$ cat config.mk
export PLATFORM = sky130hd
export DESIGN_NAME = tdm_demux_4ch
export DESIGN_NICKNAME = d
export VERILOG_FILES = /design/src/rtl/tdm_pkg.sv /design/src/rtl/tdm_slot_counter.sv /design/src/rtl/tdm_demux_4ch.sv
export SDC_FILE = /design/constraint.sdc
export NUM_CORES = 1
export LEC_CHECK = 0
export CAP_MARGIN = 20
export CORE_MARGIN = 2
export CORE_UTILIZATION = 46
export DETAILED_ROUTE_END_ITERATION = 16
export PLACE_DENSITY = 0.8
export SLEW_MARGIN = 20
export SYNTH_ARGS = -nofsm -noshare
export SYNTH_HDL_FRONTEND = slang
export SYNTH_SLANG_ARGS = --single-unit
export TNS_END_PERCENT = 30
$ cat constraint.sdc
create_clock -name clk -period 1.9 [get_ports clk]
set_input_delay 0.475 -clock clk [delete_from_list [all_inputs] [get_ports clk]]
set_output_delay 0.475 -clock clk [all_outputs]
set_load 0.01 [all_outputs]
$ cat src/rtl/tdm_pkg.sv
// Shared types and constants for the TDM receive demultiplexer.
package tdm_pkg;

    localparam int unsigned NCH_DEF = 4;
    localparam int unsigned W_DEF   = 8;

    function automatic int unsigned slot_w(input int unsigned n);
        return $clog2(n);
    endfunction

    typedef enum logic {HUNT, LOCKED} tdm_state_t;

endpackage

$ cat src/rtl/tdm_slot_counter.sv
// Slot index counter mod NCH; load0 marks the current beat as slot 0 so the next slot is 1.
module tdm_slot_counter
    import tdm_pkg::*;
#(
    parameter int unsigned NCH = NCH_DEF,
    localparam int unsigned SW = slot_w(NCH)
) (
    input  logic          clk_i,
    input  logic          rst_i,
    input  logic          inc_i,
    input  logic          load0_i,
    output logic [SW-1:0] slot_o,
    output logic          last_o
);

    logic [SW-1:0] slot_q, slot_d;

    always_comb begin
        slot_d = slot_q;
        if (load0_i) begin
            slot_d = SW'(1);
        end else if (inc_i) begin
            // NCH is a power of two, so the natural wrap gives mod NCH
            slot_d = slot_q + SW'(1);
        end
    end

    always_ff @(posedge clk_i) begin
        if (rst_i) begin
            slot_q <= '0;
        end else begin
            slot_q <= slot_d;
        end
    end

    assign slot_o = slot_q;
    assign last_o = (slot_q == SW'(NCH - 1));

endmodule

$ cat src/rtl/tdm_demux_4ch.sv
// 4-channel TDM receive demultiplexer with frame_sync alignment and flywheel lock.
// Define TDM_DEMUX_DBUF_EN to publish whole frames from a shadow register.
module tdm_demux_4ch
    import tdm_pkg::*;
#(
    parameter int unsigned W        = W_DEF,
    parameter int unsigned NCH      = NCH_DEF,
    parameter int unsigned MISS_MAX = 2
) (
    input  logic             clk,
    input  logic             rst,
    input  logic [W-1:0]     din,
    input  logic             din_valid,
    input  logic             frame_sync,
    output logic [NCH*W-1:0] ch_data,
    output logic [NCH-1:0]   ch_valid,
    output logic             frame_done,
    output logic             sync_err,
    output logic             locked
);

    localparam int unsigned SW = slot_w(NCH);
    localparam int unsigned MW = $clog2(MISS_MAX + 1);

    tdm_state_t       state_q, state_d;
    logic [MW-1:0]    miss_q, miss_d;
    logic [NCH*W-1:0] ch_data_q, ch_data_d;
    logic [NCH-1:0]   ch_valid_q, ch_valid_d;
    logic             frame_done_q, frame_done_d;
    logic             sync_err_q, sync_err_d;
    logic             inc, load0, last, cap_en;
    logic [SW-1:0]    slot, cap_slot;

    tdm_slot_counter #(
        .NCH (NCH)
    ) u_slot_counter (
        .clk_i   (clk),
        .rst_i   (rst),
        .inc_i   (inc),
        .load0_i (load0),
        .slot_o  (slot),
        .last_o  (last)
    );

    always_comb begin
        state_d      = state_q;
        miss_d       = miss_q;
        inc          = 1'b0;
        load0        = 1'b0;
        cap_en       = 1'b0;
        cap_slot     = slot;
        sync_err_d   = 1'b0;
        frame_done_d = 1'b0;
        if (din_valid) begin
            case (state_q)
                HUNT: begin
                    if (frame_sync) begin
                        cap_en   = 1'b1;
                        cap_slot = '0;
                        load0    = 1'b1;
                        miss_d   = '0;
                        state_d  = LOCKED;
                    end
                end
                LOCKED: begin
                    if (frame_sync) begin
                        sync_err_d = (slot != '0);
                        cap_en     = 1'b1;
                        cap_slot   = '0;
                        load0      = 1'b1;
                        miss_d     = '0;
                    end else if (slot == '0) begin
                        // Flywheel beat: too many missing syncs drops lock and discards the word
                        if (miss_q == MW'(MISS_MAX - 1)) begin
                            miss_d  = '0;
                            state_d = HUNT;
                        end else begin
                            miss_d = miss_q + MW'(1);
                            cap_en = 1'b1;
                            inc    = 1'b1;
                        end
                    end else begin
                        cap_en       = 1'b1;
                        inc          = 1'b1;
                        frame_done_d = last;
                    end
                end
                default: state_d = HUNT;
            endcase
        end
    end

`ifdef TDM_DEMUX_DBUF_EN
    logic [NCH*W-1:0] shd_q, shd_d;

    always_comb begin
        shd_d      = shd_q;
        ch_data_d  = ch_data_q;
        ch_valid_d = '0;
        for (int k = 0; k < int'(NCH); k++) begin
            if (cap_en && cap_slot == SW'(k)) begin
                shd_d[k*W +: W] = din;
            end
        end
        if (frame_done_d) begin
            ch_data_d  = shd_d;
            ch_valid_d = '1;
        end
    end

    always_ff @(posedge clk) begin
        if (rst) begin
            shd_q <= '0;
        end else begin
            shd_q <= shd_d;
        end
    end
`else
    always_comb begin
        ch_data_d  = ch_data_q;
        ch_valid_d = '0;
        for (int k = 0; k < int'(NCH); k++) begin
            if (cap_en && cap_slot == SW'(k)) begin
                ch_data_d[k*W +: W] = din;
                ch_valid_d[k]       = 1'b1;
            end
        end
    end
`endif

    always_ff @(posedge clk) begin
        if (rst) begin
            state_q      <= HUNT;
            miss_q       <= '0;
            ch_data_q    <= '0;
            ch_valid_q   <= '0;
            frame_done_q <= 1'b0;
            sync_err_q   <= 1'b0;
        end else begin
            state_q      <= state_d;
            miss_q       <= miss_d;
            ch_data_q    <= ch_data_d;
            ch_valid_q   <= ch_valid_d;
            frame_done_q <= frame_done_d;
            sync_err_q   <= sync_err_d;
        end
    end

    assign ch_data    = ch_data_q;
    assign ch_valid   = ch_valid_q;
    assign frame_done = frame_done_q;
    assign sync_err   = sync_err_q;
    assign locked     = (state_q == LOCKED);

endmodule
==> results.txt <==
----------------------------------------------------
[Global route]
  Vias in the first global route ... 1330
  GR Util All Layers ... 0.202
  Antenna violations before repair ... 0
  Pin count of the biggest net entering global routing ... 53
  First-pass GRT wire length ... 6490 um
  Grt ovf ... 0

[Clock network]
  Post-cts sizing count ... 0
  Clock sink count ... 43
  # Post-CTS Setup Buffers ... 0
  Number of hold buffers added after cts ... 0
  Clock tree from TritonCTS ... yes
  H-Tree Level Count ... 2
  CTS Root Cell ... clkbuf_8
  Clock buffers created by TritonCTS ... 5
  Latest clock arrival within the worst-skew pair ... 0.30 ns
  Clock-pin slew reported for the worst setup and hold paths after clock tree synthesis ... 0.08 ns
  Clock Path Buffers ... 2

[Worst setup path]
  Total buffers and inverters traversed by the critical path ... 1
  Critical path endpoint category ... output port
  Critical path, cell by cell ... clkdlybuf4s50_1
  Critical path required time ... 1.42 ns
  Worst setup path class ... flip-flop to output port
  Worst-path maximum fanout ... 8
  Largest stage delay on the critical path ... 0.58 ns
  Top Family by Delay on Critical Path ... buffers and inverters
  CP max stage cell ... clkdlybuf4s50_1
  Setup crit start kind ... flip-flop
  Data arrival time of the critical path ... 1.35 ns

[Die]
  Die area ... 0.00429 mm2
  Total number of placement rows ... 22
  Placeable Area ... 0.00363 mm2
  Height of the die ... 65.5 um
  Number of top-level pins ... 51
  DIE WIDTH ... 65.5 um
  Effective utilization at floorplan ... 0.478

[Route]
  Vias per cell ... 4.95
  WL final ... 3840 um
  Starting DRC count in detailed routing ... 67
  Wire length per cell after detailed routing ... 14.5 um
  Vias after detailed routing ... 1311
  Post-DRT Antenna Nets ... 0
  Number of iterations in the first detailed-routing pass ... 4
  DRC viols ... 0

[Yosys]
  Synthesized instance count ... 163
  Mean instance size in the synthesized netlist ... 10.7 um2
  Share of synthesized area occupied by flip-flops and latches ... 0.495
  Count of different cell masters after synthesis ... 29
  Proportion of netlist area held by the largest area contributor ... 0.495
  Yosys warning count ... 0
  Post-synth top area cell ... dfxtp_1
  Syn_nets ... 177
  Top area cells in the synthesized netlist ... dfxtp_1 (50%), mux2i_1 (19%), nand2b_1 (15%)
  Commonest register cell after synthesis ... dfxtp_1
  EDFF count, synth ... 0
  FFs w/ async S/R, synth ... 0
  Number of register bits inferred by synthesis ... 43
  Synthesized area ... 0.00174 mm2

[Power]
  Reported net switching power ... 378 uW
  Internal power contribution ... 1390 uW
  Power Density ... 734 mW/mm2
  Gate power share ... 0.090
  Register share of total power ... 0.526
  Clock share of power ... 0.384
  IR drop worst, VDD ... 431 uV
  Cell leakage power ... 0.000984 uW
  Net Sw Frac ... 0.213

[Run status]
  Result of the run ... finished clean

[Job]
  Max-capacitance violation count ... 0

[Placed design]
  Detailed Place HPWL ... 2750 um
  GPL Wtd Cong ... 0.894
  Number of cells in the design after placement ... 258
  Count of port buffers added during placement ... 50
  Area after detailed placement ... 0.00231 mm2

[Hold path]
  Classification of the worst-slack hold path ... flip-flop to flip-flop

[Final layout]
  P&R area growth vs syn ... 38.7%
  Share of final-layout standard cells stronger than drive strength 1 ... 0.0737
  Area taken by flip-flops and latches ... 861 um2
  Number of antenna repair diodes ... 0
  Finished Cell Area ... 0.00241 mm2
  Final net count ... 231
  Fillers ... 323
  Cell Count, Final, Fillers Out ... 265
  Total area of multi-input combinational cells ... 826 um2

[STA]
  Upper clock frequency limit ... 549 MHz
  Worst hold slack after final layout ... 0.480 ns
  Headroom to the max-slew limit ... 0.813
  RSZ-0062 raised after global routing ... no
  Number of hold-slack violations in the final timing report ... 0
  Final Max Tran Viols ... 0
  Largest clock skew in the final design ... 0.00638 ns
  Period Utilization, post-route ... 0.959
  Minimum clock period after layout ... 1.82 ns
  Final TNS setup ... 0 ns
  Final setup violation count ... 0
  Measured slew at the worst slew-check pin ... 0.280 ns

----------------------------------------------------
==> cell families after synthesis <==
| group | after synthesis | synth area share |
|---|---|---|
| simple gates | 67 | 0.243 |
| flops | 43 | 0.495 |
| mux | 33 | 0.190 |
| buf+inv | 11 | 0.0310 |
| compound gates | 7 | 0.0259 |
| fa+ha+maj | 2 | 0.0144 |
==> stage by stage <==
stage          total power, uW  utilization  setup WS (ns)
2_1_floorplan             1030            -          0.432
3_3_place_gp              1110        0.635         0.0452
3_5_place_dp              1110        0.635        -0.0366
4_1_cts                   1770        0.663         0.0777
5_1_grt                   1830        0.664         0.0221
6_report                  1770        0.664         0.0785
==> synth_stat cells, drive strengths merged (2+ instances only) <==
master	number
dfxtp	43
nand2b	42
mux2i	33
clkbuf	5
nand2	5
nor2	4
buf	3
inv	3
nand3b	3
a21oi	2
a31oi	2
and2	2
ha	2
nor3	2
==> placed cells by master, fill, tap and decap left out, types with 2 or more instances in the layout <==
master,instances
nand2b_1,42
and2_1,2
inv_1,3
nand2_1,5
dfxtp_1,43
mux2i_1,33
nand3b_1,2
nor3_1,2
nor2_1,4
a21oi_1,2
buf_4,4
clkbuf_8,5
clkdlybuf4s50_1,50
a31oi_1,2
==> path summary, 6_finish.rpt <==
| path | from | end | slack [ns] | depth (start not counted) |
|---|---|---|---|---|
| worst max-delay path | locked | locked | 0.08 | 1 |
| worst min-delay path | ch_data[0] | ch_data[0] | 0.48 | 2 |
| worst max register to register | u_slot_counter.slot_o[1] | ch_data[3] | 0.19 | 6 |
| worst min register to register | ch_data[0] | ch_data[0] | 0.48 | 2 |
==> area by class of cell <==
class,instances,share of cell area
Tap cell,48,0.0249
Clock buffer,6,0.0301
Clock inverter,1,0.0125
Timing Repair Buffer,55,0.228
Inverter,3,0.00467
Multi-Input combinational cell,109,0.343
Sequential cell,43,0.357
==> state kept, by name, summed over array words and instances (netlist names) <==
name,count
ch_data,32
ch_valid,4
miss_q,2
u_slot_counter.slot_o,2
frame_done,1
locked,1
sync_err,1
==> per-layer routing <==
layer	up-vias	share of wire	GRT usage
met2	31	0.49	0.333
li1	656	-	-
met1	618	0.45	0.252
met4	0	0.016	0.0781
met5	-	0	0
met3	6	0.043	0.0514
==> power groups by stage <==
stage	clock network [uW]	registers (uW)	logic, uW
2_1_floorplan	0	957	73.1
3_3_place_gp	0	950	155
3_5_place_dp	0	952	159
4_1_cts	682	930	161
5_1_grt	727	933	173
6_report	680	930	160
(Power assumes the default switching activity.)
==> RTL change 1 (same settings) <==
The package constant `W_DEF` goes from 8 to 9.
--- a/src/rtl/tdm_pkg.sv
+++ b/src/rtl/tdm_pkg.sv
@@ -2,7 +2,7 @@
 package tdm_pkg;
 
     localparam int unsigned NCH_DEF = 4;
-    localparam int unsigned W_DEF   = 8;
+    localparam int unsigned W_DEF   = 9;
 
     function automatic int unsigned slot_w(input int unsigned n);
         return $clog2(n);
Interface: changed (resized ch_data and din); port bits go from 51 to 56. No check against the original RTL was run, so the function may have changed too.
==> RTL change 1 against the original RTL <==
- final cell count increased by 11%
- sequential cell count rose by 4
- largest cell class unchanged
- sequential power is 9.7% higher
- worst setup slack improved by 0.035 ns
- area after synthesis increased by 10%
- sequential share of layout area decreased by 0.46 points
- worst hold slack lost 0.0045 ns
- power grew 0.25%
- critical path type unchanged
- wire length is 0.36% higher
- critical path depth stayed put
- final area increased by 11%
==> RTL change 1: results (changes against the original RTL) <==
[synthesis]
synthTopCellsByArea = dfxtp_1 49%, mux2i_1 19%, nand2b_1 15%
syn_inst = 183  ; +12%
synth_cell_types = 29  ; unchanged
synth_nets = 198  ; +12%
yosys-top-cells-count = 47 x dfxtp_1, 45 x nand2b_1, 36 x mux2i_1
yosysSeqAreaShare = 0.4918  ; -0.003496

[routing]
wl_met1_mm = 1.762  ; +2.7%
dr_wl_met3_um = 207  ; +25%
wl_per_cell_um = 13.06  ; -9.8%
vias = 1434  ; +9.4%
wl_met2_mm = 1.835  ; -3.0%
avgViaCountPerCell = 4.861  ; -1.7%
drt_iter0_markers = 63  ; -6.0%

[finish]
diodes = 0  ; unchanged
drive_gt1_frac = 0.08163  ; +0.007900
largest_register_ffs = 36  ; +13%
final_nets = 259  ; +12%

[clock_network]
postCtsSetupRepairBufs = 0  ; unchanged

[timing]
maxSlewHeadroom = 0.7600  ; -0.05313
skew_ns = 0.007348  ; +0.0009689 ns

[global_routing]
grt_usage = 0.1769  ; -0.02485
grt_pass1_wl_mm = 6.113  ; -5.8%
grt_pass1_vias = 1345  ; +1.1%
grt_start_max_net_pins = 56  ; +5.7%

[setup_path]
cpMaxStageDelayCell = clkdlybuf4s50_1

[outcome]
outcome = complete, no violations

[placed_design]
place_congestion = 0.8876  ; -0.76%
place_hpwl_mm = 2.707  ; -1.7%
dp.cells = 287  ; +11%
dpl_worst_slack_ns = 0.001502  ; +0.03814 ns
io_buffers = 55  ; +10%

[pwr]
p_leak_uw = 0.001131  ; +15%
irDropWorstVdd_mv = 0.4579  ; +6.4%

[worst_hold_path]
hold_class = flop to flop

[RTL change 1: changes by cell type after synthesis, moves of 2 or more]
cell	change
buf_2	+3
nand3_1	+3
and4_1	+2
nand3b_1	-2
nand4_1	+2
nand2b_1	+3
nand2_1	-2
a21oi_1	+3
mux2i_1	+3
dfxtp_1	+4
and3_1	+2
[RTL change 1: layer usage]
metal | global-route usage | vias up
met5 | 0 | -
met4 | 0.06000 | 0
met3 | 0.06006 | 4
met2 | 0.2813 | 43
met1 | 0.2235 | 649
li1 | - | 738
[RTL change 1: worst paths after layout]
path / to / startpoint / cells after the start / slack, ns
setup / recovery: locked / locked / 1 / 0.11
setup reg to reg: ch_data[5] / u_slot_counter.slot_o[0] / 6 / 0.18
hold / removal: ch_data[33] / ch_data[33] / 2 / 0.48
hold reg to reg: ch_data[33] / ch_data[33] / 2 / 0.48
[RTL change 1: final cells by class]
class / count / area [sq um]
timing repair buffer: 66 / 670.6
clock inverter: 2 / 12.51
clock buffer: 6 / 72.57
tap: 50 / 62.56
sequential: 47 / 940.9
inverter: 4 / 15.01
fill: 330 / 1330
multi-input combinational: 120 / 895.9
[RTL change 1: per-stage QoR]
step / area, sq um / util
global placement: 2585 / 0.6462
floorplan: 1913 / -
CTS: 2670 / 0.6675
detailed placement: 2585 / 0.6462
global route: 2670 / 0.6675
finish: 2670 / 0.6675
[RTL change 1: logic make-up (layout without fill, tap and decap cells)]
family	after synthesis	after routing	share of synthesized area
muxes	36	36	0.1884
and+or+nand+nor	71	71	0.2309
AOI/OAI and AO/OA	11	11	0.03597
DFF	47	47	0.4918
buffers and inverters	16	78	0.03989
adders and majority gates	2	2	0.01308
[RTL change 1: report_power, final]
part	total (uW)	internal (uW)	switching [uW]
combinational	186	107	79.1
clock	573	257	315
sequential	1020	1000	12.6
==> RTL change 2 (config.mk and constraints unchanged) <==
Made on the original files. Register the output `ch_data` once more; this adds one clock of latency there. The other outputs are not delayed to match.
--- a/src/rtl/tdm_demux_4ch.sv
+++ b/src/rtl/tdm_demux_4ch.sv
@@ -146,7 +146,9 @@
         end
     end
 
-    assign ch_data    = ch_data_q;
+    always_ff @(posedge clk) begin
+        ch_data <= ch_data_q;
+    end
     assign ch_valid   = ch_valid_q;
     assign frame_done = frame_done_q;
     assign sync_err   = sync_err_q;
Check against the original RTL: not equivalent (Yosys sat finds a counterexample within 4 cycles, from zero or initial values and one cycle with rst high).
==> RTL change 2 against the original RTL <==
- worst setup slack lost 0.0070 ns
- sequential cell count grew 32
- worst hold slack lost 0.13 ns
- area after synthesis grew 38%
- first-iteration DRC count grew 24%
- final area grew 33%
- power grew 64%
- wire length grew 8.8%
==> RTL change 2: results (changes against the original RTL) <==
[global_routing]
met2_usage = 0.2363  ; -0.09662
grt_usage = 0.1573  ; -0.04449
met3_usage = 0.03791  ; -0.01346
grtUsageMet1 = 0.1939  ; -0.05851
grt_pass1_wl_mm = 7.003  ; +7.9%

[routing]
dr_wl_met3_um = 175  ; +6.1%
drt-total-wl_mm = 4.174  ; +8.8%
wl_met2_mm = 1.931  ; +2.1%
drt_iter0_markers = 83  ; +24%
vias = 1546  ; +18%

[outcome]
outcome = complete, no violations

[timing]
skew_ns = 0.005757  ; -0.0006224 ns
whs_ns = 0.3506  ; -0.1290 ns

[placed_design]
place_congestion = 0.8339  ; -6.8%
dp.cells = 321  ; +24%

[pwr]
irDropWorstVdd_mv = 0.6732  ; +56%
p_leak_uw = 0.001348  ; +37%

[setup_path]
rr_worst_depth = 7  ; +1
rrSetupSlack_ns = 0.13  ; -0.06 ns
worstReg2RegEnd = ch_data_q[19]
reg2reg_from = u_slot_counter.slot_o[0]

[clock_network]
cts_buffers = 9  ; +4

[synthesis]
syn_inst = 199  ; +22%
synth_cell_types = 32  ; +10%
yosysSeqAreaShare = 0.6260  ; +0.1307
synth_nets = 213  ; +20%

[finish]
drive_gt1_frac = 0.1053  ; +0.03153

[worst_hold_path]
hold_path_startpoint = ch_data_q[11]

RTL change 2: through the flow:
step | total power (uW) | setup TNS [ns]
after detailed placement | 1821 | -0.1546
final | 2897 | 0
after global placement | 1819 | -0.006463
after global routing | 3006 | 0
after CTS | 2923 | 0
after floorplan | 1740 | 0
RTL change 2: power breakdown:
group          internal (uW)  total [uW]  switching, uW
Clock                    597        1110            515
Sequential              1600        1620           15.7
Combinational           96.0         168           71.9
Total                   2290        2900            602
RTL change 2: timing repair:
action	in CTS	in global routing
setup buffers	0	0
setup endpoints to repair	0	2
gates resized for setup	0	1
RTL change 2: worst max-delay path by stage:
stage                        startpoint       endpoint  slack (ns)  cells past startpoint
6_report                         locked         locked        0.07                      1
2_1_floorplan  u_slot_counter.slot_o[1]   ch_data_q[1]        0.19                      7
3_5_place_dp                  din_valid  ch_data_q[25]       -0.04                      4
5_1_grt                          locked         locked        0.02                      1
3_3_place_gp                  din_valid  ch_data_q[25]      -0.004                      4
4_1_cts                          locked         locked        0.06                      1
RTL change 2: cells by family (layout without fill, tap and decap cells):
logic type,Yosys count,count (layout),share of synthesized area
AO/OA/AOI/OAI,12,12,0.03182
adder cells (fa/ha/maj),2,2,0.01043
buffers and inverters,14,81,0.03130
multiplexers,32,32,0.1335
AND/OR/NAND/NOR,64,64,0.1669
flip-flops,75,75,0.6260
RTL change 2: final cells by class:
class                   count  area, sq um
inverters                   3        11.26
flip-flops and latches     75         1501
multi-input cells         110        823.3
clock buffers              12        135.1
well taps                  70        87.58
clock inverters             3        40.04
repair buffers             63        610.6
fillers                   447         1866
RTL change 2: worst reg2reg max path, stage by stage, from the launching register on:
cell      delay, ns
dfxtp_1        0.43
inv_1          0.07
ha_1           0.22
buf_4          0.16
nand3b_1       0.26
nand4_1        0.18
buf_4          0.21
mux2i_1        0.12
